## src/rtl/iob_cache_be_pkg.sv

```systemverilog
// Shared types for the cache back-end AXI arbiter.
// FSM state encodings and AXI burst/response codes.
package iob_cache_be_pkg;

  typedef enum logic [1:0] {
    R_IDLE,
    R_ADDR,
    R_DATA
  } rd_state_e;

  typedef enum logic [1:0] {
    W_IDLE,
    W_REQ,
    W_RESP
  } wr_state_e;

  localparam logic [1:0] AXI_BURST_INCR = 2'b01;
  localparam logic [1:0] AXI_BURST_WRAP = 2'b10;
  localparam logic [1:0] AXI_RESP_OKAY  = 2'b00;

endpackage

```

## src/rtl/iob_cache_rr_arb.sv

```systemverilog
// Round-robin arbiter: search starts at ptr_q,
// ptr_q moves past the grant on upd_i.
module iob_cache_rr_arb
  import iob_cache_be_pkg::*;
#(
  parameter int NPORTS = 2
) (
  input  logic              clk_i,
  input  logic              arst_n_i,
  input  logic [NPORTS-1:0] req_i,
  input  logic              upd_i,
  output logic [NPORTS-1:0] gnt_o
);

  localparam int PW = (NPORTS > 1) ? $clog2(NPORTS) : 1;

  logic [PW-1:0]         ptr_q;
  logic [PW-1:0]         ptr_d;
  logic [PW-1:0]         sel;
  logic [2*NPORTS-1:0]   dreq;

  // Rotated request: bit j is port (ptr_q + j) mod NPORTS
  assign dreq = {req_i, req_i} >> ptr_q;

  always_comb begin
    gnt_o = '0;
    ptr_d = ptr_q;
    sel   = '0;
    for (int j = NPORTS - 1; j >= 0; j--) begin
      if (dreq[j]) begin
        sel   = PW'((int'(ptr_q) + j) % NPORTS);
        gnt_o = NPORTS'(1) << sel;
        ptr_d = PW'((int'(ptr_q) + j + 1) % NPORTS);
      end
    end
  end

  always_ff @(posedge clk_i or negedge arst_n_i) begin
    if (!arst_n_i) begin
      ptr_q <= '0;
    end else if (upd_i && (|gnt_o)) begin
      ptr_q <= ptr_d;
    end
  end

endmodule

```

## src/rtl/iob_cache_be_axi_arb.sv

```systemverilog
// Cache back-end: arbitrates line refills and
// single-beat writes from NPORTS onto one AXI4 master.
module iob_cache_be_axi_arb
  import iob_cache_be_pkg::*;
#(
  parameter int         NPORTS       = 2,
  parameter int         ADDR_W       = 32,
  parameter int         DATA_W       = 32,
  parameter int         LINE_BEATS_W = 2,
  parameter int         AXI_ID_W     = 1,
  parameter int         AXI_ID       = 0,
  parameter int         AXI_LEN_W    = 8,
  parameter logic [3:0] CACHE_MODE   = 4'b0011,
  parameter bit         WRAP_EN      = 1'b0
) (
  input  logic                       clk_i,
  input  logic                       arst_n_i,
  input  logic [NPORTS-1:0]          rd_valid_i,
  input  logic [NPORTS*ADDR_W-1:0]   rd_addr_i,
  output logic [NPORTS-1:0]          rd_ready_o,
  output logic [NPORTS-1:0]          rd_rvalid_o,
  output logic [DATA_W-1:0]          rd_rdata_o,
  output logic                       rd_rlast_o,
  output logic                       rd_err_o,
  input  logic [NPORTS-1:0]          wr_valid_i,
  input  logic [NPORTS*ADDR_W-1:0]   wr_addr_i,
  input  logic [NPORTS*DATA_W-1:0]   wr_wdata_i,
  input  logic [NPORTS*DATA_W/8-1:0] wr_wstrb_i,
  output logic [NPORTS-1:0]          wr_ready_o,
  output logic                       wr_err_o,
  output logic [AXI_ID_W-1:0]        axi_awid_o,
  output logic [ADDR_W-1:0]          axi_awaddr_o,
  output logic [AXI_LEN_W-1:0]       axi_awlen_o,
  output logic [2:0]                 axi_awsize_o,
  output logic [1:0]                 axi_awburst_o,
  output logic                       axi_awlock_o,
  output logic [3:0]                 axi_awcache_o,
  output logic [2:0]                 axi_awprot_o,
  output logic [3:0]                 axi_awqos_o,
  output logic [3:0]                 axi_awregion_o,
  output logic                       axi_awvalid_o,
  input  logic                       axi_awready_i,
  output logic [DATA_W-1:0]          axi_wdata_o,
  output logic [DATA_W/8-1:0]        axi_wstrb_o,
  output logic                       axi_wlast_o,
  output logic                       axi_wvalid_o,
  input  logic                       axi_wready_i,
  input  logic [AXI_ID_W-1:0]        axi_bid_i,
  input  logic [1:0]                 axi_bresp_i,
  input  logic                       axi_bvalid_i,
  output logic                       axi_bready_o,
  output logic [AXI_ID_W-1:0]        axi_arid_o,
  output logic [ADDR_W-1:0]          axi_araddr_o,
  output logic [AXI_LEN_W-1:0]       axi_arlen_o,
  output logic [2:0]                 axi_arsize_o,
  output logic [1:0]                 axi_arburst_o,
  output logic                       axi_arlock_o,
  output logic [3:0]                 axi_arcache_o,
  output logic [2:0]                 axi_arprot_o,
  output logic [3:0]                 axi_arqos_o,
  output logic [3:0]                 axi_arregion_o,
  output logic                       axi_arvalid_o,
  input  logic                       axi_arready_i,
  input  logic [AXI_ID_W-1:0]        axi_rid_i,
  input  logic [DATA_W-1:0]          axi_rdata_i,
  input  logic [1:0]                 axi_rresp_i,
  input  logic                       axi_rlast_i,
  input  logic                       axi_rvalid_i,
  output logic                       axi_rready_o
);

  localparam int PW       = (NPORTS > 1) ? $clog2(NPORTS) : 1;
  localparam int BYTE_W   = $clog2(DATA_W / 8);
  localparam int LINE_OFF = LINE_BEATS_W + BYTE_W;
  localparam int LTAG_W   = ADDR_W - LINE_OFF;

  localparam logic [ADDR_W-1:0] LINE_MASK =
    ~((ADDR_W'(1) << LINE_OFF) - ADDR_W'(1));
  localparam logic [ADDR_W-1:0] BEAT_MASK =
    ~((ADDR_W'(1) << BYTE_W) - ADDR_W'(1));

  function automatic logic [PW-1:0] oh2idx(
    input logic [NPORTS-1:0] oh
  );
    oh2idx = '0;
    for (int i = 0; i < NPORTS; i++) begin
      if (oh[i]) oh2idx = PW'(i);
    end
  endfunction

  rd_state_e         rstate_q;
  logic [PW-1:0]     rport_q;
  logic [ADDR_W-1:0] raddr_q;
  logic              arvalid_q;
  logic              rready_q;
  logic              rerr_q;

  wr_state_e         wstate_q;
  logic [PW-1:0]     wport_q;
  logic              awvalid_q;
  logic              wvalid_q;
  logic              bready_q;

  logic [NPORTS-1:0] rport_oh;
  logic [NPORTS-1:0] wport_oh;
  logic [NPORTS-1:0] rreq;
  logic [NPORTS-1:0] wreq;
  logic [NPORTS-1:0] rgnt;
  logic [NPORTS-1:0] wgnt;
  logic [NPORTS-1:0] hazard;
  logic [ADDR_W-1:0] waddr;
  logic              wbusy;
  logic              rbeat;
  logic              rupd;
  logic              wupd;
  logic              aw_done;
  logic              w_done;
  logic              unused_ids;

  assign unused_ids = ^{axi_bid_i, axi_rid_i};

  assign rport_oh = NPORTS'(1) << rport_q;
  assign wport_oh = NPORTS'(1) << wport_q;
  assign waddr    =
    wr_addr_i[int'(wport_q)*ADDR_W +: ADDR_W];
  assign wbusy    = (wstate_q != W_IDLE);

  // Hold off refills of a line with a write in flight
  always_comb begin
    hazard = '0;
    for (int p = 0; p < NPORTS; p++) begin
      hazard[p] = wbusy &&
        (rd_addr_i[p*ADDR_W+LINE_OFF +: LTAG_W] ==
         waddr[ADDR_W-1:LINE_OFF]);
    end
  end

  assign rreq = (rstate_q == R_IDLE) ?
                (rd_valid_i & ~hazard) : rport_oh;
  assign wreq = (wstate_q == W_IDLE) ?
                wr_valid_i : wport_oh;

  assign rbeat = rready_q & axi_rvalid_i;
  assign rupd  = rbeat & axi_rlast_i;
  assign wupd  = bready_q & axi_bvalid_i;

  iob_cache_rr_arb #(
    .NPORTS (NPORTS)
  ) u_rd_arb (
    .clk_i    (clk_i),
    .arst_n_i (arst_n_i),
    .req_i    (rreq),
    .upd_i    (rupd),
    .gnt_o    (rgnt)
  );

  iob_cache_rr_arb #(
    .NPORTS (NPORTS)
  ) u_wr_arb (
    .clk_i    (clk_i),
    .arst_n_i (arst_n_i),
    .req_i    (wreq),
    .upd_i    (wupd),
    .gnt_o    (wgnt)
  );

  always_ff @(posedge clk_i or negedge arst_n_i) begin
    if (!arst_n_i) begin
      rstate_q  <= R_IDLE;
      rport_q   <= '0;
      raddr_q   <= '0;
      arvalid_q <= 1'b0;
      rready_q  <= 1'b0;
      rerr_q    <= 1'b0;
    end else begin
      unique case (rstate_q)
        R_IDLE: begin
          if (|rgnt) begin
            rport_q   <= oh2idx(rgnt);
            raddr_q   <=
              rd_addr_i[int'(oh2idx(rgnt))*ADDR_W +: ADDR_W];
            arvalid_q <= 1'b1;
            rstate_q  <= R_ADDR;
          end
        end
        R_ADDR: begin
          if (axi_arready_i) begin
            arvalid_q <= 1'b0;
            rready_q  <= 1'b1;
            rstate_q  <= R_DATA;
          end
        end
        R_DATA: begin
          if (axi_rvalid_i) begin
            rerr_q <= rerr_q |
                      (axi_rresp_i != AXI_RESP_OKAY);
            if (axi_rlast_i) begin
              rerr_q   <= 1'b0;
              rready_q <= 1'b0;
              rstate_q <= R_IDLE;
            end
          end
        end
        default: rstate_q <= R_IDLE;
      endcase
    end
  end

  assign aw_done = ~awvalid_q | axi_awready_i;
  assign w_done  = ~wvalid_q | axi_wready_i;

  always_ff @(posedge clk_i or negedge arst_n_i) begin
    if (!arst_n_i) begin
      wstate_q  <= W_IDLE;
      wport_q   <= '0;
      awvalid_q <= 1'b0;
      wvalid_q  <= 1'b0;
      bready_q  <= 1'b0;
    end else begin
      unique case (wstate_q)
        W_IDLE: begin
          if (|wgnt) begin
            wport_q   <= oh2idx(wgnt);
            awvalid_q <= 1'b1;
            wvalid_q  <= 1'b1;
            wstate_q  <= W_REQ;
          end
        end
        W_REQ: begin
          if (axi_awready_i) awvalid_q <= 1'b0;
          if (axi_wready_i) wvalid_q <= 1'b0;
          if (aw_done && w_done) begin
            bready_q <= 1'b1;
            wstate_q <= W_RESP;
          end
        end
        W_RESP: begin
          if (axi_bvalid_i) begin
            bready_q <= 1'b0;
            wstate_q <= W_IDLE;
          end
        end
        default: wstate_q <= W_IDLE;
      endcase
    end
  end

  assign rd_ready_o  =
    (rstate_q == R_ADDR && axi_arready_i) ?
    rport_oh : '0;
  assign rd_rvalid_o = rbeat ? rport_oh : '0;
  assign rd_rdata_o  = axi_rdata_i;
  assign rd_rlast_o  = rupd;
  assign rd_err_o    = rupd &
    (rerr_q | (axi_rresp_i != AXI_RESP_OKAY));

  assign wr_ready_o = wupd ? wport_oh : '0;
  assign wr_err_o   = wupd &
    (axi_bresp_i != AXI_RESP_OKAY);

  assign axi_arid_o     = AXI_ID_W'(AXI_ID);
  assign axi_araddr_o   = WRAP_EN ?
    (raddr_q & BEAT_MASK) : (raddr_q & LINE_MASK);
  assign axi_arlen_o    =
    AXI_LEN_W'((1 << LINE_BEATS_W) - 1);
  assign axi_arsize_o   = 3'(BYTE_W);
  assign axi_arburst_o  = WRAP_EN ?
    AXI_BURST_WRAP : AXI_BURST_INCR;
  assign axi_arlock_o   = 1'b0;
  assign axi_arcache_o  = CACHE_MODE;
  assign axi_arprot_o   = 3'b000;
  assign axi_arqos_o    = 4'h0;
  assign axi_arregion_o = 4'h0;
  assign axi_arvalid_o  = arvalid_q;
  assign axi_rready_o   = rready_q;

  assign axi_awid_o     = AXI_ID_W'(AXI_ID);
  assign axi_awaddr_o   = waddr;
  assign axi_awlen_o    = '0;
  assign axi_awsize_o   = 3'(BYTE_W);
  assign axi_awburst_o  = AXI_BURST_INCR;
  assign axi_awlock_o   = 1'b0;
  assign axi_awcache_o  = CACHE_MODE;
  assign axi_awprot_o   = 3'b000;
  assign axi_awqos_o    = 4'h0;
  assign axi_awregion_o = 4'h0;
  assign axi_awvalid_o  = awvalid_q;
  assign axi_wdata_o    =
    wr_wdata_i[int'(wport_q)*DATA_W +: DATA_W];
  assign axi_wstrb_o    =
    wr_wstrb_i[int'(wport_q)*(DATA_W/8) +: DATA_W/8];
  assign axi_wlast_o    = 1'b1;
  assign axi_wvalid_o   = wvalid_q;
  assign axi_bready_o   = bready_q;

endmodule

```

## config.mk

```make
export PLATFORM = sky130hd
export DESIGN_NAME = iob_cache_be_axi_arb
export DESIGN_NICKNAME = d
export VERILOG_FILES = /design/src/rtl/iob_cache_be_pkg.sv /design/src/rtl/iob_cache_rr_arb.sv /design/src/rtl/iob_cache_be_axi_arb.sv
export SDC_FILE = /design/constraint.sdc
export NUM_CORES = 1
export LEC_CHECK = 0
export CAP_MARGIN = 30
export CORE_AREA = 2 2 179 181
export DETAILED_ROUTE_END_ITERATION = 10
export DIE_AREA = 0 0 181 183
export PLACE_DENSITY = 0.45
export SYNTH_ARGS = -nofsm -noshare
export SYNTH_HDL_FRONTEND = slang
export SYNTH_SLANG_ARGS = --single-unit
```

## constraint.sdc

```tcl
create_clock -name clk_i -period 3.3 [get_ports clk_i]
set_input_delay 0.99 -clock clk_i [delete_from_list [all_inputs] [get_ports clk_i]]
set_output_delay 0.99 -clock clk_i [all_outputs]
set_load 0.03 [all_outputs]
```

; ---- Word-level counts from Yosys, hierarchy flattened
; Cells that the tools add are included.
[classes]
add_sub_neg = 4
n_eq_ne = 15
shifts = 12
muxes = 42
n_bitwise = 12
n_reduce_logical = 31
[ops]
columns = operator, n
row1 = $shiftx A64 B7 Y32, 3
row2 = $eq A28 B28 Y1, 2
row3 = $mux W2, 16
row4 = $mux W1, 19
row5 = $reduce_bool A2 Y1, 9
row6 = $reduce_and A3 Y1, 5
row7 = $ne A2 B2 Y1 const B, 7
row8 = $pmux W2 S3, 2
row9 = $shl A1 B1 Y2 const A, 6
row10 = $pmux W1 S2, 5
row11 = $reduce_and A2 Y1, 5
row12 = $reduce_and A4 Y1, 2
row13 = $shiftx A8 B4 Y4, 1
row14 = $shr A4 B1 Y2, 2
row15 = $logic_and A1 B1 Y1, 6
row16 = $and A1 B1 Y1, 5
row17 = $add A1 B1 Y1 const B, 4
row18 = $eq A2 B1 Y1 const B, 2
row19 = $eq A2 B2 Y1 const B, 2
row20 = $logic_not A2 Y1, 2
row21 = $ne A2 B1 Y1 const B, 2
row22 = $reduce_or A2 Y1, 2
row23 = $or A1 B1 Y1, 3
row24 = $and A2 B2 Y2, 1
row25 = other kinds (2), 3
[word_totals]
ff_bits = 46
in_bits = 250
output_inout_bits = 207
word_cells = 129

; ---- Logic depth before layout (Yosys ltp)
; Gate-level depths: netlist of run 1.
[depth]
ltp_word = 13
mapped_depth = 11
mapped_depth_nobuf = 7

; ---- Modules after synthesis
; A second synthesis of run 1 with hierarchy kept.
[unflattened]
hier_cells = 487
area_unflattened_um2 = 4354.2
[modules_own_cells]
columns = module, instances, cells_per_inst, area_each_um2, seq_area_each_um2
row1 = iob_cache_be_axi_arb, 1, 475, 4244.1, 1001.0
row2 = iob_cache_rr_arb, 2, 6, 55.1, 25.0

; ---- Least setup slack after synthesis of run 1
; OpenSTA, ideal clock, no wires.
[synth_path]
path_type = input -> register
start = input port wr_addr_i[48]
end = register raddr_q[10]
setup_time_ns = 0.111
t_arrival_ns = 2.758
required_time_ns = 3.189
setup_slack_ns = 0.431
cell_stages = 9
path_buffers = 2
path_cell_list = mux2i_1 -> xnor2_1 -> nor4_2 -> nand2_1 -> o41ai_4 -> a211oi_2 -> buf_6 -> buf_6 -> a222oi_1
[synth_between]
elab_chain_cells = 13
elab_cells_between_ends = 17
classes_between = eq/ne (2) / shift (3) / mux (6) / bitwise (2) / reduce/logical (4)
[synth_lines]
columns = element, line
row1 = from (decl), iob_cache_be_axi_arb.sv:26  ; input logic [NPORTS*ADDR_W-1:0] wr_addr_i,
row2 = $shiftx A64 B7 Y32 *, iob_cache_be_axi_arb.sv:125  ; wr_addr_i[int'(wport_q)*ADDR_W +: ADDR_W];
row3 = $eq A28 B28 Y1, iob_cache_be_axi_arb.sv:133  ; (rd_addr_i[p*ADDR_W+LINE_OFF +: LTAG_W] ==
row4 = $logic_and A1 B1 Y1, iob_cache_be_axi_arb.sv:132  ; hazard[p] = wbusy &&
row5 = $not A2 Y2 *, iob_cache_be_axi_arb.sv:139  ; (rd_valid_i & ~hazard) : rport_oh;
row6 = $and A2 B2 Y2 *, iob_cache_be_axi_arb.sv:139
row7 = $mux W2 *, iob_cache_be_axi_arb.sv:138  ; assign rreq = (rstate_q == R_IDLE) ?
row8 = $shr A4 B1 Y2 *, iob_cache_rr_arb.sv:23  ; assign dreq = {req_i, req_i} >> ptr_q;
row9 = $mux W2, iob_cache_rr_arb.sv:30  ; if (dreq[j]) begin
row10 = $mux W2 *, iob_cache_rr_arb.sv:30
row11 = $mux W1, iob_cache_be_axi_arb.sv:87  ; if (oh[i]) oh2idx = PW'(i);
row12 = $mux W1, iob_cache_be_axi_arb.sv:178  ; if (|rgnt) begin
row13 = $mux W1, iob_cache_be_axi_arb.sv:176  ; unique case (rstate_q)
row14 = $shiftx A64 B7 Y32, iob_cache_be_axi_arb.sv:181  ; rd_addr_i[int'(oh2idx(rgnt))*ADDR_W +: ADDR_W];
row15 = to (signal assigned), iob_cache_be_axi_arb.sv:180  ; raddr_q <=
row16 = to (decl), iob_cache_be_axi_arb.sv:93  ; logic [ADDR_W-1:0] raddr_q;
; Every way passes the cells marked *; elsewhere a longest branch is shown, timed or not. The select of a mux whose other input is x is not followed.
; A chain may end at the register's enable or synchronous reset.

; ---- Final worst setup path of run 1
[layout_path]
start = input port wr_wdata_i[8]
end = output port axi_wdata_o[8]
[layout_between]
elab_chain_cells = 1
[layout_lines]
columns = element, line
row1 = from (decl), iob_cache_be_axi_arb.sv:27  ; input logic [NPORTS*DATA_W-1:0] wr_wdata_i,
row2 = $shiftx A64 B7 Y32, iob_cache_be_axi_arb.sv:289  ; wr_wdata_i[int'(wport_q)*DATA_W +: DATA_W];
row3 = to (decl), iob_cache_be_axi_arb.sv:43  ; output logic [DATA_W-1:0] axi_wdata_o,
; Every way passes these cells.

==> results of run 1 <==
tightest hold or removal path, cell delays in order, from the launching register on:
cell and delay, ns:
dfrtp_1 0.35, nand2_1 0.05, nand2_1 0.06
report_power, final:
| group | switching, mW | total, mW | internal, mW |
|---|---|---|---|
| Sequential | 0.193 | 0.960 | 0.766 |
| Clock | 0.249 | 0.608 | 0.360 |
| Combinational | 2.73 | 5.21 | 2.47 |
| Total | 3.17 | 6.77 | 3.60 |
area by class of cell:
cell class              count  area, sq um  area share
inverters                 116        435.4     0.04795
multi-input cells         309         2872      0.3162
clock buffers               5        125.1     0.01378
clock inverters             3        43.79    0.004822
diodes                      1        2.502   0.0002756
well taps                 402        503.0     0.05539
repair buffers            406         4045      0.4454
flip-flops and latches     42         1055      0.1161
cell usage after synthesis, drive strengths merged:
master / number
o22ai: 1
nand4: 4
clkbuf: 9
mux2: 40
o21ba: 1
o211ai: 1
o21ai: 4
dfrtp: 42
a21oi: 14
nand3: 2
and3: 5
a222oi: 28
conb: 2
or2: 4
a31oi: 3
o31ai: 1
a211oi: 2
nand2b: 2
nor3: 2
nand2: 13
a2111oi: 1
o2111ai: 1
o41ai: 1
or3: 1
o21a: 2
a22o: 1
nor4: 10
inv: 116
mux2i: 28
xnor2: 53
nor2: 17
nand3b: 2
buf: 108
per-layer routing:
metal  vias up  routed length [microns]
li1       2267                        -
met3        19                     1755
met2       282                    12240
met5         -                        0
met1      2268                     8261
met4         0                      297
timing repair:
item | in CTS | in global routing
buffers inserted | 1 | 24
resized for setup | 34 | 93
gates cloned | 0 | 3
hold buffers | 0 | 0
pin swaps | 3 | 22
endpoints found under the setup margin | 36 | 31
per-stage QoR:
step                      cells  setup TNS [ns]  utilization  setup slack, ns
after floorplan             584               0            -           0.4308
after global placement     1249          -20.39       0.2599          -0.6636
after detailed placement   1249          -19.64       0.2599          -0.6485
after CTS                  1257      -0.0006890       0.2684       -0.0006890
after global routing       1284         -0.2905       0.2908         -0.02898
final                      1284               0       0.2908          0.03298
path summary, 6_finish.rpt:
| kind | start | endpoint | slack (ns) | cells after the start |
|---|---|---|---|---|
| min | axi_arvalid_o$_DFFE_PN0P_ | axi_arvalid_o$_DFFE_PN0P_ | 0.49 | 2 |
| max in group asynchronous | arst_n_i | wport_q$_DFFE_PN0P_ | 1.92 | 2 |
| max reg2reg | wport_q$_DFFE_PN0P_ | raddr_q[21]$_DFFE_PN0P_ | 0.20 | 13 |
| min in group asynchronous | arst_n_i | raddr_q[24]$_DFFE_PN0P_ | 0.70 | 1 |
| max | wr_wdata_i[8] | axi_wdata_o[8] | 0.03 | 3 |
| min reg2reg | axi_arvalid_o$_DFFE_PN0P_ | axi_arvalid_o$_DFFE_PN0P_ | 0.49 | 2 |
cell families (layout without fill, tap and decap cells):
family / Yosys count / count (layout) / share of synthesized area
XOR/XNOR: 53 / 53 / 0.1022
other: 2 / 66 / 0.001653
buffers and inverters: 233 / 530 / 0.2875
multiplexers: 68 / 68 / 0.1917
AND/OR/NAND/NOR: 62 / 62 / 0.07105
AO/OA/AOI/OAI: 61 / 61 / 0.1146
flip-flops: 42 / 42 / 0.2313
==> metrics.cfg, run 1 <==
[yosys]
synth_top_area_frac=0.2313
yosysWarnings=0
syn_avg_cell_area_sq_um=8.720
synth.distinct_cells=41
syn_inst=521
syn_area_sq_um=4543
ys_ff_latch=42
ys_seq_area_frac=0.2313
synth_area_leaders=dfrtp_1 (23%), buf_4 (16%), xnor2_1 (10%)
synth_area_leader_cell=dfrtp_1

[worst_setup_path]
slowest_delay_ns=0.66
cp_max_fo=1
start_kind=input pin
critPathBufInv=2
critical_path_class=input pin to output pin
slowest_stage=clkdlybuf4s50_1
crit_chain=clkdlybuf4s50_1 > mux2_2 > clkdlybuf4s50_1
critical_path.top_delay_family=buffers and inverters
required_ns=2.31
cp.arrival_ns=2.28
endpoint_kind=output pin
crit_top_cell=clkdlybuf4s50_1

[cells_and_area]
final_common_cell=clkdlybuf4s50_1
final_area_sq_um=9081
largest_reg_flops=28
reg_top3=raddr_q x28, rstate_q x2, wstate_q x2
n_fill_cell=3342
syn_to_final_growth_pct=99.89
layout_common_cells=clkdlybuf4s50_1 (203), buf_4 (121), inv_1 (116)
nNetsFinal=1130
regMostFlops=raddr_q
layout-drive-gt1-share=0.2951

[route]
wl_per_cell_microns=17.57
drt_first_iter_violations=302
drt_pass1_iterations=7
remaining_drc_errors=0
wl_microns=22560
ant_nets=0
drt-vias-per-instance=3.766
vias=4836

[timing]
finalCritPeriodShare=0.9900
report.final.slew_viol_count=0
slew_headroom=0.5871
setup_viol=0
rsz0062_at_grt=true
clock_skew_ns=0.007885
whs_ns=0.4868
clock.fmax_mhz=306.1
layout_min_cycle_time_ns=3.267
worstMarginPinSlew_ns=0.6170
hold_viol_final=0

[pwr]
p_per_area_nw_per_um2=746.0
p_leak_nw=4.487
p_total_mw=6.775
vdd_drop_max_v=0.0002934

[clock_network]
cts-root-buf=clkbuf_16
cts_sinks=42
cts_tree=yes
cts_max_path_buffers=2
numCtsBuffers=5
htreeDepth=2
clk_latency_ns=0.30
clk_pin_slew_ns=0.07

[grt]
grt_pass1_vias=4876
grt_overflow=0
antenna_found_initial=2
grt_max_degree=23
grt_busiest_layer=met2
grt_use_total=0.1281
met2_usage=0.2488
grtUsageMet1=0.1362
use_met3=0.03753
grt_pass1_wl_microns=30880

[die]
core_sq_um=31230
start_util=0.1455
rows=65
die_area_sq_um=33120
die_h_microns=183
die_x_microns=181
io_pins=457

[placement]
place_area_sq_um=8117
dp_hpwl_microns=18460
io_buffers=317
place.gp.congestion=0.7301

[run]
cap_violations=0

[status]
status=completed

[worst_hold_path]
hp-class=register to register

(Power assumes the default switching activity.)
==> run 2, diff against run 1 <==
- MAX_ROUTING_LAYER: unset -> met4
- clock period: 3.3 -> 3.2 ns (I/O delays scaled with it)
==> run 2 against run 1 <==
Effect of this change: worst setup slack got worse by 0.0096 ns; clock skew increased by 0.0089 ns; sequential cell count is the same; register-to-register slack got worse by 0.02 ns; die area unchanged; critical endpoint is now axi_wdata_o[1]; highest routed layer unchanged.
==> metrics.cfg, run 2 (synthesis results as in run 1) <==
[clock_network]
numCtsBuffers=5  ; unchanged
clk_pin_slew_ns=0.07  ; about the same
cts_max_path_buffers=2  ; unchanged
cts_sinks=42  ; unchanged
clk_latency_ns=0.30  ; about the same
cts_tree=yes
htreeDepth=2  ; unchanged
cts-root-buf=clkbuf_16

[route]
ant_nets=0  ; unchanged
remaining_drc_errors=0  ; unchanged
wl_microns=22380  ; -0.78%
drt_pass1_iterations=6  ; -1
vias=4758  ; -1.6%
wl_per_cell_microns=17.35  ; -1.2%
drt_first_iter_violations=262  ; -13%
drt-vias-per-instance=3.688  ; -2.1%

[status]
status=completed

[die]
die_h_microns=183  ; unchanged
die_x_microns=181  ; unchanged
io_pins=457  ; unchanged
start_util=0.1455  ; unchanged
rows=65  ; unchanged
die_area_sq_um=33120  ; unchanged
core_sq_um=31230  ; unchanged

[worst_setup_path]
slowest_delay_ns=0.67  ; about the same
slowest_stage=clkdlybuf4s50_1
required_ns=2.24  ; -0.07 ns
start_kind=input pin
cp_max_fo=1  ; unchanged
cp.arrival_ns=2.22  ; -0.06 ns
critical_path_class=input pin to output pin
crit_chain=clkdlybuf4s50_1 > mux2_2 > clkdlybuf4s50_1
crit_top_cell=clkdlybuf4s50_1
endpoint_kind=output pin
critical_path.top_delay_family=buffers and inverters
critPathBufInv=2  ; unchanged

[timing]
finalSetupTns_ns=0  ; unchanged
slew_headroom=0.5747  ; -0.01247
rsz0062_at_grt=true
hold_viol_final=0  ; unchanged
setup_viol=0  ; unchanged
finalCritPeriodShare=0.9927
report.final.slew_viol_count=0  ; unchanged
layout_min_cycle_time_ns=3.177
clock.fmax_mhz=314.8
worstMarginPinSlew_ns=0.6380  ; +0.02098 ns
clock_skew_ns=0.01678  ; +0.008891 ns

[cells_and_area]
nNetsFinal=1137  ; +0.62%
largest_reg_flops=28  ; unchanged
num_antenna_cells=0  ; -1
layout_common_cells=clkdlybuf4s50_1 (186), buf_4 (133), inv_1 (116)
layout-drive-gt1-share=0.3288  ; +0.03371
final_area_sq_um=9264  ; +2.0%
final_common_cell=clkdlybuf4s50_1
regMostFlops=raddr_q
reg_top3=raddr_q x28, rstate_q x2, wstate_q x2
syn_to_final_growth_pct=103.9

[grt]
grt_overflow=0  ; unchanged
antenna_found_initial=1  ; -1
grt_pass1_vias=4810  ; -1.4%
grt_use_total=0.1352  ; +0.007136
grt_pass1_wl_microns=31350  ; +1.5%
grt_max_degree=43  ; +87%

[pwr]
vdd_drop_max_v=0.0003180  ; +8.4%
p_leak_nw=4.445  ; -0.94%
p_per_area_nw_per_um2=768.5  ; +3.0%

[placement]
dp_hpwl_microns=18250  ; -1.2%
place_area_sq_um=8056  ; -0.74%
io_buffers=317  ; unchanged
place.gp.congestion=0.7492  ; +2.6%

[run]
cap_violations=0  ; unchanged

[worst_hold_path]
hp-class=register to register

run 2: changes by cell type in the layout (fill, tap and decap cells not counted), moves of 3 or more:
cell             before  now
xnor2_2              15   20
buf_4               121  133
dlygate4sd2_1        13   38
xnor2_4               6   12
dlymetal6s2s_1       43   20
clkdlybuf4s50_1     203  186
xnor2_1              32   21
buf_16                1    4
buf_6                 4    7
clkdlybuf4s15_1       1    4
run 2: worst reg2reg max path, delay by kind of cell (launching register included):
| kind | cells | cell delay [ns] |
|---|---|---|
| compound gates | 3 | 0.68 |
| xor+xnor | 1 | 0.15 |
| flops | 1 | 0.51 |
| simple gates | 2 | 0.57 |
| mux | 1 | 0.17 |
| buf+inv | 5 | 0.81 |
run 2: repair_timing:
action	CTS	global route
hold buffers	0	0
pin swaps	24	18
setup endpoints to repair	36	31
cloned	4	1
gates resized for setup	127	43
setup buffers	17	13
run 2: per-layer routing:
metal / vias up / routed length, microns / GRT usage
met3: 16 / 1414 / 0.02919
li1: 2291 / - / -
met2: 248 / 12310 / 0.2594
met4: 0 / 230 / 0.02569
met1: 2203 / 8424 / 0.1429
met5: - / 0 / -
run 2: per-stage QoR:
step | util | power [mW] | std cells | setup slack [ns] | hold WS, ns
finish | 0.2966 | 7.119 | 1290 | 0.02338 | 0.4937
global route | 0.2966 | 7.540 | 1290 | -0.02920 | 0.5318
CTS | 0.2873 | 7.066 | 1276 | -0.002601 | 0.4996
detailed placement | 0.2580 | 5.800 | 1250 | -0.7919 | 0.4770
global placement | 0.2580 | 5.806 | 1250 | -0.8136 | 0.4662
floorplan | - | 3.824 | 584 | 0.3608 | 0.4835
run 2: power breakdown:
| group | internal [mW] | total (mW) | switching, mW | leakage, nW |
|---|---|---|---|---|
| Clock | 0.371 | 0.625 | 0.254 | 0.0842 |
| Combinational | 2.64 | 5.51 | 2.87 | 3.90 |
| Sequential | 0.790 | 0.984 | 0.194 | 0.464 |
run 2: final cells by class:
cell class | count | area [sq um]
fillers | 3327 | 21970
repair buffers | 413 | 4043
multi-input cells | 309 | 3059
flip-flops and latches | 42 | 1055
well taps | 402 | 503.0
inverters | 116 | 435.4
clock buffers | 5 | 125.1
clock inverters | 3 | 43.79
run 2: worst paths after layout:
check	start	end	slack, ns	depth (start not counted)
setup reg to reg	wport_q$_DFFE_PN0P_	raddr_q[20]$_DFFE_PN0P_	0.18	12
hold / removal	axi_arvalid_o$_DFFE_PN0P_	axi_arvalid_o$_DFFE_PN0P_	0.49	2
setup / recovery	wr_wdata_i[33]	axi_wdata_o[1]	0.02	3
hold reg to reg	axi_arvalid_o$_DFFE_PN0P_	axi_arvalid_o$_DFFE_PN0P_	0.49	2
min in group asynchronous	arst_n_i	raddr_q[22]$_DFFE_PN0P_	0.78	2
max in group asynchronous	arst_n_i	wport_q$_DFFE_PN0P_	1.95	2
